--- config.mk ---
export PLATFORM = sky130hd
export DESIGN_NAME = lsu_arbiter_flat
export DESIGN_NICKNAME = d
export VERILOG_FILES = /design/src/rtl/lsu_arbiter_if.sv /design/src/rtl/lsu_arbiter.sv /design/src/flat_wrapper.sv
export SDC_FILE = /design/constraint.sdc
export NUM_CORES = 1
export LEC_CHECK = 0
export CAP_MARGIN = 15
export CORE_MARGIN = 3
export CORE_UTILIZATION = 30
export DETAILED_ROUTE_END_ITERATION = 6
export HOLD_SLACK_MARGIN = 0.05
export PLACE_DENSITY = 0.77
export SLEW_MARGIN = 10
export SYNTH_ARGS = -nofsm -noshare
export SYNTH_HDL_FRONTEND = slang
export SYNTH_SLANG_ARGS = --single-unit
--- constraint.sdc ---
create_clock -name clk_i -period 1.8 [get_ports clk_i]
set_clock_uncertainty 0.2 [all_clocks]
set_input_delay 0.45 -clock clk_i [delete_from_list [all_inputs] [get_ports clk_i]]
set_output_delay 0.45 -clock clk_i [all_outputs]
set_load 0.02 [all_outputs]
--- src/rtl/lsu_arbiter_if.sv ---
// Shared request/response types and the requester/LSU bundle used by lsu_arbiter.
// The arbiter drives the slave modport; requesters and the LSU sit on the master side.
package lsu_arbiter_pkg;
    typedef enum logic [1:0] {
        LSU_LOAD   = 2'd0,
        LSU_STORE  = 2'd1,
        LSU_LOCK   = 2'd2,
        LSU_INSERT = 2'd3
    } lsu_op_t;

    typedef struct packed {
        logic        val;
        lsu_op_t     lsu_op;
        logic [31:0] addr;
        logic [31:0] data;
    } header_data_req_t;

    typedef struct packed {
        logic        val;
        logic        err;
        logic [31:0] data;
    } header_data_rsp_t;
endpackage

interface lsu_arbiter_if #(
    parameter int NUM_REQ = 2,
    parameter int IDX_W   = $clog2(NUM_REQ)
);
    lsu_arbiter_pkg::header_data_req_t [NUM_REQ-1:0] req_i;
    logic [NUM_REQ-1:0]                              req_rdy_o;
    lsu_arbiter_pkg::header_data_rsp_t [NUM_REQ-1:0] rsp_o;
    logic [NUM_REQ-1:0]                              rsp_rdy_i;
    logic [NUM_REQ-1:0]                              lock_hold_i;
    lsu_arbiter_pkg::header_data_req_t               lsu_req_o;
    logic                                            lsu_ready_i;
    lsu_arbiter_pkg::header_data_rsp_t               lsu_rsp_i;
    logic                                            lsu_rsp_rdy_o;
    logic [IDX_W-1:0]                                grant_o;
    logic                                            busy_o;

    modport slave (
        input  req_i, rsp_rdy_i, lock_hold_i, lsu_ready_i, lsu_rsp_i,
        output req_rdy_o, rsp_o, lsu_req_o, lsu_rsp_rdy_o, grant_o, busy_o
    );

    modport master (
        output req_i, rsp_rdy_i, lock_hold_i, lsu_ready_i, lsu_rsp_i,
        input  req_rdy_o, rsp_o, lsu_req_o, lsu_rsp_rdy_o, grant_o, busy_o
    );
endinterface

--- src/rtl/lsu_arbiter.sv ---
// Round-robin arbiter sharing one LSU among NUM_REQ requesters, one transaction in flight.
// Define LSU_ARB_LOCK_HOLD_EN to let the owner keep the LSU across transactions via lock_hold_i.
module lsu_arbiter
    import lsu_arbiter_pkg::*;
#(
    parameter int NUM_REQ = 2,
    parameter int IDX_W   = $clog2(NUM_REQ)
) (
    input  logic          clk_i,
    input  logic          rst_i,
    lsu_arbiter_if.slave  bus
);

    typedef enum logic [1:0] {
        ST_IDLE     = 2'd0,
        ST_ISSUE    = 2'd1,
        ST_WAIT_RSP = 2'd2
`ifdef LSU_ARB_LOCK_HOLD_EN
        , ST_HOLD   = 2'd3
`endif
    } state_t;

    state_t                          state_r;
    logic [IDX_W-1:0]                grant_r;
    logic [IDX_W-1:0]                last_grant_r;
    header_data_req_t                lsu_req_r;

    logic                            pick_val_s;
    logic [IDX_W-1:0]                pick_idx_s;
    logic                            accept_s;
    logic [IDX_W-1:0]                acc_idx_s;
    logic [NUM_REQ-1:0]              req_rdy_s;
    header_data_req_t                acc_req_s;
    header_data_rsp_t [NUM_REQ-1:0]  rsp_s;
    logic                            lsu_rsp_rdy_s;
    logic                            rsp_done_s;
    logic                            hold_s;

`ifdef LSU_ARB_LOCK_HOLD_EN
    assign hold_s = bus.lock_hold_i[grant_r];
`else
    logic lock_hold_unused_s;
    assign lock_hold_unused_s = ^bus.lock_hold_i;
    assign hold_s = 1'b0;
`endif

    // Round-robin search from last_grant+1; iterating backwards lets the nearest candidate win.
    always_comb begin
        pick_val_s = 1'b0;
        pick_idx_s = '0;
        for (int i = NUM_REQ; i >= 1; i--) begin
            pick_idx_s = bus.req_i[IDX_W'((int'(last_grant_r) + i) % NUM_REQ)].val
                         ? IDX_W'((int'(last_grant_r) + i) % NUM_REQ) : pick_idx_s;
            pick_val_s = pick_val_s | bus.req_i[IDX_W'((int'(last_grant_r) + i) % NUM_REQ)].val;
        end
    end

    // Acceptance: any requester in IDLE, only the lock owner in HOLD.
    always_comb begin
        accept_s  = 1'b0;
        acc_idx_s = pick_idx_s;
        req_rdy_s = '0;
        case (state_r)
            ST_IDLE: begin
                accept_s  = pick_val_s;
                acc_idx_s = pick_idx_s;
            end
`ifdef LSU_ARB_LOCK_HOLD_EN
            ST_HOLD: begin
                accept_s  = bus.req_i[grant_r].val;
                acc_idx_s = grant_r;
            end
`endif
            default: begin
                accept_s  = 1'b0;
                acc_idx_s = pick_idx_s;
            end
        endcase
        req_rdy_s[acc_idx_s] = accept_s;
        acc_req_s            = bus.req_i[acc_idx_s];
        acc_req_s.val        = 1'b1;
    end

    // Response path is a zero-latency pass-through to the owner only.
    always_comb begin
        rsp_s         = '0;
        lsu_rsp_rdy_s = 1'b0;
        if (state_r == ST_WAIT_RSP) begin
            rsp_s[grant_r] = bus.lsu_rsp_i;
            lsu_rsp_rdy_s  = bus.rsp_rdy_i[grant_r];
        end else begin
            rsp_s         = '0;
            lsu_rsp_rdy_s = 1'b0;
        end
    end

    assign rsp_done_s = (state_r == ST_WAIT_RSP) & bus.lsu_rsp_i.val & bus.rsp_rdy_i[grant_r];

    // Transaction FSM; lsu_req_r doubles as the latched request and the registered LSU output.
    always_ff @(posedge clk_i) begin
        if (rst_i) begin
            state_r      <= ST_IDLE;
            grant_r      <= '0;
            last_grant_r <= IDX_W'(NUM_REQ - 1);
            lsu_req_r    <= '0;
        end else begin
            case (state_r)
                ST_IDLE: begin
                    if (accept_s) begin
                        lsu_req_r    <= acc_req_s;
                        grant_r      <= acc_idx_s;
                        last_grant_r <= acc_idx_s;
                        state_r      <= ST_ISSUE;
                    end
                end
                ST_ISSUE: begin
                    if (bus.lsu_ready_i) begin
                        lsu_req_r.val <= 1'b0;
                        state_r       <= ST_WAIT_RSP;
                    end
                end
                ST_WAIT_RSP: begin
                    if (rsp_done_s) begin
`ifdef LSU_ARB_LOCK_HOLD_EN
                        state_r <= hold_s ? ST_HOLD : ST_IDLE;
`else
                        state_r <= hold_s ? ST_WAIT_RSP : ST_IDLE;
`endif
                    end
                end
`ifdef LSU_ARB_LOCK_HOLD_EN
                ST_HOLD: begin
                    if (accept_s) begin
                        lsu_req_r <= acc_req_s;
                        state_r   <= ST_ISSUE;
                    end else if (!bus.lock_hold_i[grant_r]) begin
                        state_r <= ST_IDLE;
                    end
                end
`endif
                default: begin
                    state_r   <= ST_IDLE;
                    lsu_req_r <= '0;
                end
            endcase
        end
    end

    assign bus.req_rdy_o     = req_rdy_s;
    assign bus.rsp_o         = rsp_s;
    assign bus.lsu_rsp_rdy_o = lsu_rsp_rdy_s;
    assign bus.lsu_req_o     = lsu_req_r;
    assign bus.grant_o       = grant_r;
    assign bus.busy_o        = (state_r != ST_IDLE);

endmodule

--- src/flat_wrapper.sv ---
// flat-port wrapper written by rule: the top's interface ports become plain ports
module lsu_arbiter_flat import lsu_arbiter_pkg::*;
#(
    parameter int NUM_REQ = 2,
    parameter int IDX_W   = $clog2(NUM_REQ)
)
  (clk_i, rst_i, bus_req_i, bus_rsp_rdy_i, bus_lock_hold_i, bus_lsu_ready_i, bus_lsu_rsp_i, bus_req_rdy_o, bus_rsp_o, bus_lsu_req_o, bus_lsu_rsp_rdy_o, bus_grant_o, bus_busy_o);
  lsu_arbiter_if #(.NUM_REQ(NUM_REQ), .IDX_W(IDX_W)) bus_i ();
  input  logic clk_i;
  input  logic rst_i;
  input wire logic [$bits(bus_i.req_i)-1:0] bus_req_i;
  input wire logic [$bits(bus_i.rsp_rdy_i)-1:0] bus_rsp_rdy_i;
  input wire logic [$bits(bus_i.lock_hold_i)-1:0] bus_lock_hold_i;
  input wire logic [$bits(bus_i.lsu_ready_i)-1:0] bus_lsu_ready_i;
  input wire logic [$bits(bus_i.lsu_rsp_i)-1:0] bus_lsu_rsp_i;
  output wire logic [$bits(bus_i.req_rdy_o)-1:0] bus_req_rdy_o;
  output wire logic [$bits(bus_i.rsp_o)-1:0] bus_rsp_o;
  output wire logic [$bits(bus_i.lsu_req_o)-1:0] bus_lsu_req_o;
  output wire logic [$bits(bus_i.lsu_rsp_rdy_o)-1:0] bus_lsu_rsp_rdy_o;
  output wire logic [$bits(bus_i.grant_o)-1:0] bus_grant_o;
  output wire logic [$bits(bus_i.busy_o)-1:0] bus_busy_o;
  assign bus_i.req_i = bus_req_i;
  assign bus_i.rsp_rdy_i = bus_rsp_rdy_i;
  assign bus_i.lock_hold_i = bus_lock_hold_i;
  assign bus_i.lsu_ready_i = bus_lsu_ready_i;
  assign bus_i.lsu_rsp_i = bus_lsu_rsp_i;
  assign bus_req_rdy_o = bus_i.req_rdy_o;
  assign bus_rsp_o = bus_i.rsp_o;
  assign bus_lsu_req_o = bus_i.lsu_req_o;
  assign bus_lsu_rsp_rdy_o = bus_i.lsu_rsp_rdy_o;
  assign bus_grant_o = bus_i.grant_o;
  assign bus_busy_o = bus_i.busy_o;
  lsu_arbiter #(.NUM_REQ(NUM_REQ), .IDX_W(IDX_W)) u_core (.clk_i(clk_i), .rst_i(rst_i), .bus(bus_i));
endmodule
==> reports/metrics.cfg, run 1 <==
[floorplanning]
placementRows=41
core_um2=12800
dieWidth_um=121
io_pins=315
initial_core_util_pct=31.1
die_y_um=121
die_area_um2=14700

[synthesis]
synth_seq_cells=71
synth-edff-count=0
ys_types=25
ys.flop_type=dfxtp_1
syn_avg_cell_area_um2=8.22
synthesis.nets=663
synthArstFlopShare_pct=0
yosysSeqAreaShare_pct=35.7
yosys_warnings=0
synth_area_um2=3980
synth_cells=484

[grt]
gr-total-overflow=0
busiest_layer=met2
grt_usage_pct=21.3
use_met3_pct=7.32
grt_start_max_net_pins=72
met2_usage_pct=41.9
first_global_vias=4921
grtUsageMet1_pct=20.6
grt_pass1_wl_um=24900
antenna_found_initial=0

[clock_network]
cts_tree=yes
cts_max_level=3
clkTransAtPathRegs_ns=0.06
cts_root_buffer=clkbuf_16
clock_latency_ns=0.32
clock_path_buffers=2
numCtsBuffers=9
cts.sinks=71

[min_path]
hold_end=u_core.bus.lsu_req_o[26]
min_path_type=flip-flop to flip-flop
min-delay-start=u_core.bus.lsu_req_o[26]
worstHoldPathCells=2

[sta]
hold_slack_ns=0.257
slew_headroom_pct=64.7
worst_slack_ns=-0.426
finalHoldViolCount=0
setup_viol=140
worst_slew_pin_slew_ns=0.529
period_needed_ns=2.23
fin_crit_sh_pct=124
rsz0062_at_grt=yes
drv_slew=0
fmax_ghz=0.449

[power]
total_power_w=0.0109
p_leak_nw=3.80
peakVddDrop_v=0.000876
power.switching_w=0.00445
p_per_area_nw_per_um2=1250
p_seq_share_pct=20.4
p_sw_share_pct=40.9
p_int_w=0.00643
p_clk_share_pct=18.0
p_comb_share_pct=61.5

[worst_setup_path]
reg2reg_to=u_core.bus.lsu_req_o[36]
cp.arrival_ns=1.58
cp_max_fo=7
worstPathRequired_ns=1.15
rr_worst_depth=10
reg2reg_slack_ns=-0.17
r2r_start=u_core.state_r[0]
start_kind=flip-flop
worst-setup-path-type=flip-flop to output port
cp-end-kind=output port

[drt]
drtIter0Drc=207
drt_wl_total_um=19300
vias=4984
post_drt_wl_per_cell_um=19.4
final_antenna_net_count=0
drc=0
first_pass_iters=4
vias_per_cell=5.01

[finish]
nets=998
area_delta_synth_final_pct=119
postLayoutCellArea_um2=8720
n_antenna_cell=0
drive_gt1_share_pct=44.6
final_common_cell=clkdlybuf4s50_1
final_cell_mix=clkdlybuf4s50_1, dlygate4sd2_1, dfxtp_1

[flow_run]
cap_violations=0

[placement]
port_buffers=311
dp_hpwl_um=12500
place_area_um2=7400
gp_congestion=0.820

[status]
violations=setup timing
status=complete, but fails checks

[layout make-up]
class,instances,area [um2]
Clock inverter,3,65.1
Fill cell,987,4050
Tap cell,172,215
Timing Repair Buffer,371,3830
Sequential cell,71,1430
Inverter,5,28.8
Clock buffer,12,267
Multi-Input combinational cell,361,2880
[timing repair]
action / 4_1_cts / 5_1_grt
gates cloned: 1 / 19
hold buffers: 0 / 0
resized for setup: 422 / 217
buffers inserted: 7 / 12
pin swaps: 4 / 29
setup endpoints to repair: 208 / 141
[flip-flops by register name, summed over array words and instances (netlist names)]
register and count:
u_core.state_r 2, u_core.bus.grant_o 1, u_core.last_grant_r 1, u_core.bus.lsu_req_o 67
[worst max-delay path, stage by stage (launching register included)]
cell     delay (ns)
dfxtp_2        0.33
inv_4          0.06
ha_4           0.17
inv_4          0.04
nor2_4         0.16
buf_6          0.15
buf_4          0.10
and2_4         0.12
buf_6          0.11
[worst max-delay path by stage]
stage,end,cells after the start,startpoint,slack (ns)
4_1_cts,bus_rsp_o[26],8,u_core.state_r[0],-0.43
3_5_place_dp,bus_req_rdy_o[1],5,bus_req_i[66],-0.91
6_report,bus_rsp_o[8],8,u_core.state_r[0],-0.43
5_1_grt,bus_rsp_o[4],8,u_core.state_r[0],-0.48
2_1_floorplan,u_core.bus.lsu_req_o[10],8,u_core.state_r[1],-0.02
3_3_place_gp,bus_req_rdy_o[1],5,bus_req_i[66],-0.89
[cell families (layout without fill, tap and decap cells)]
logic type                 Yosys count  count (layout)  synth area share, %
AOI/OAI and AO/OA                  136             136                 17.8
buffers and inverters               53             391                 6.23
and+or+nand+nor                    151             152                 19.5
muxes                               69              69                 19.4
adders and majority gates            4               4                 1.26
DFF                                 71              71                 35.7
[power by group through the flow]
stage / Sequential (W) / Combinational (W) / Clock [W]
after global placement: 0.00215 / 0.00454 / 0
final: 0.00223 / 0.00669 / 0.00196
after CTS: 0.00215 / 0.00459 / 0.00198
after global routing: 0.00227 / 0.00707 / 0.00208
after detailed placement: 0.00218 / 0.00462 / 0
after floorplan: 0.00259 / 0.00226 / 0
[stage by stage]
stage | instances | setup TNS (ns) | setup slack [ns] | utilization, %
CTS | 967 | -27.12 | -0.429 | 60.8
floorplan | 484 | -0.670 | -0.0168 | -
detailed placement | 944 | -68.85 | -0.910 | 57.9
global placement | 944 | -66.17 | -0.891 | 57.9
global route | 995 | -37.81 | -0.482 | 68.3
finish | 995 | -30.73 | -0.426 | 68.3
[synth_stat cells (5+ instances only)]
| library cell | number | share of area [%] |
|---|---|---|
| buf_2 | 12 | 1.5 |
| o21ai_1 | 5 | 0.63 |
| a21oi_1 | 67 | 8.4 |
| dfxtp_1 | 71 | 36 |
| and3_1 | 35 | 5.5 |
| nand2b_1 | 5 | 0.79 |
| o21ai_0 | 61 | 7.7 |
| mux2_2 | 66 | 19 |
| nand2_1 | 69 | 6.5 |
| and2_1 | 34 | 5.3 |
| clkbuf_1 | 27 | 2.5 |
| inv_1 | 5 | 0.47 |
| buf_4 | 9 | 1.7 |
[layer usage]
layer / wire length, um / part of all wire (%) / vias to the layer above
li1: - / - / 2354
met1: 6860 / 35 / 2367
met2: 10400 / 54 / 228
met3: 1590 / 8.2 / 35
met4: 524 / 2.7 / 0
met5: 0 / 0 / -
Note: power is estimated with default switching activity, not from simulation.
==> inputs of run 2 (changes only) <==
Settings changed: CTS_CLUSTER_SIZE set to 14.
==> results of run 2 <==
No change in the layout: final DEF, timing and power equal those of run 1.
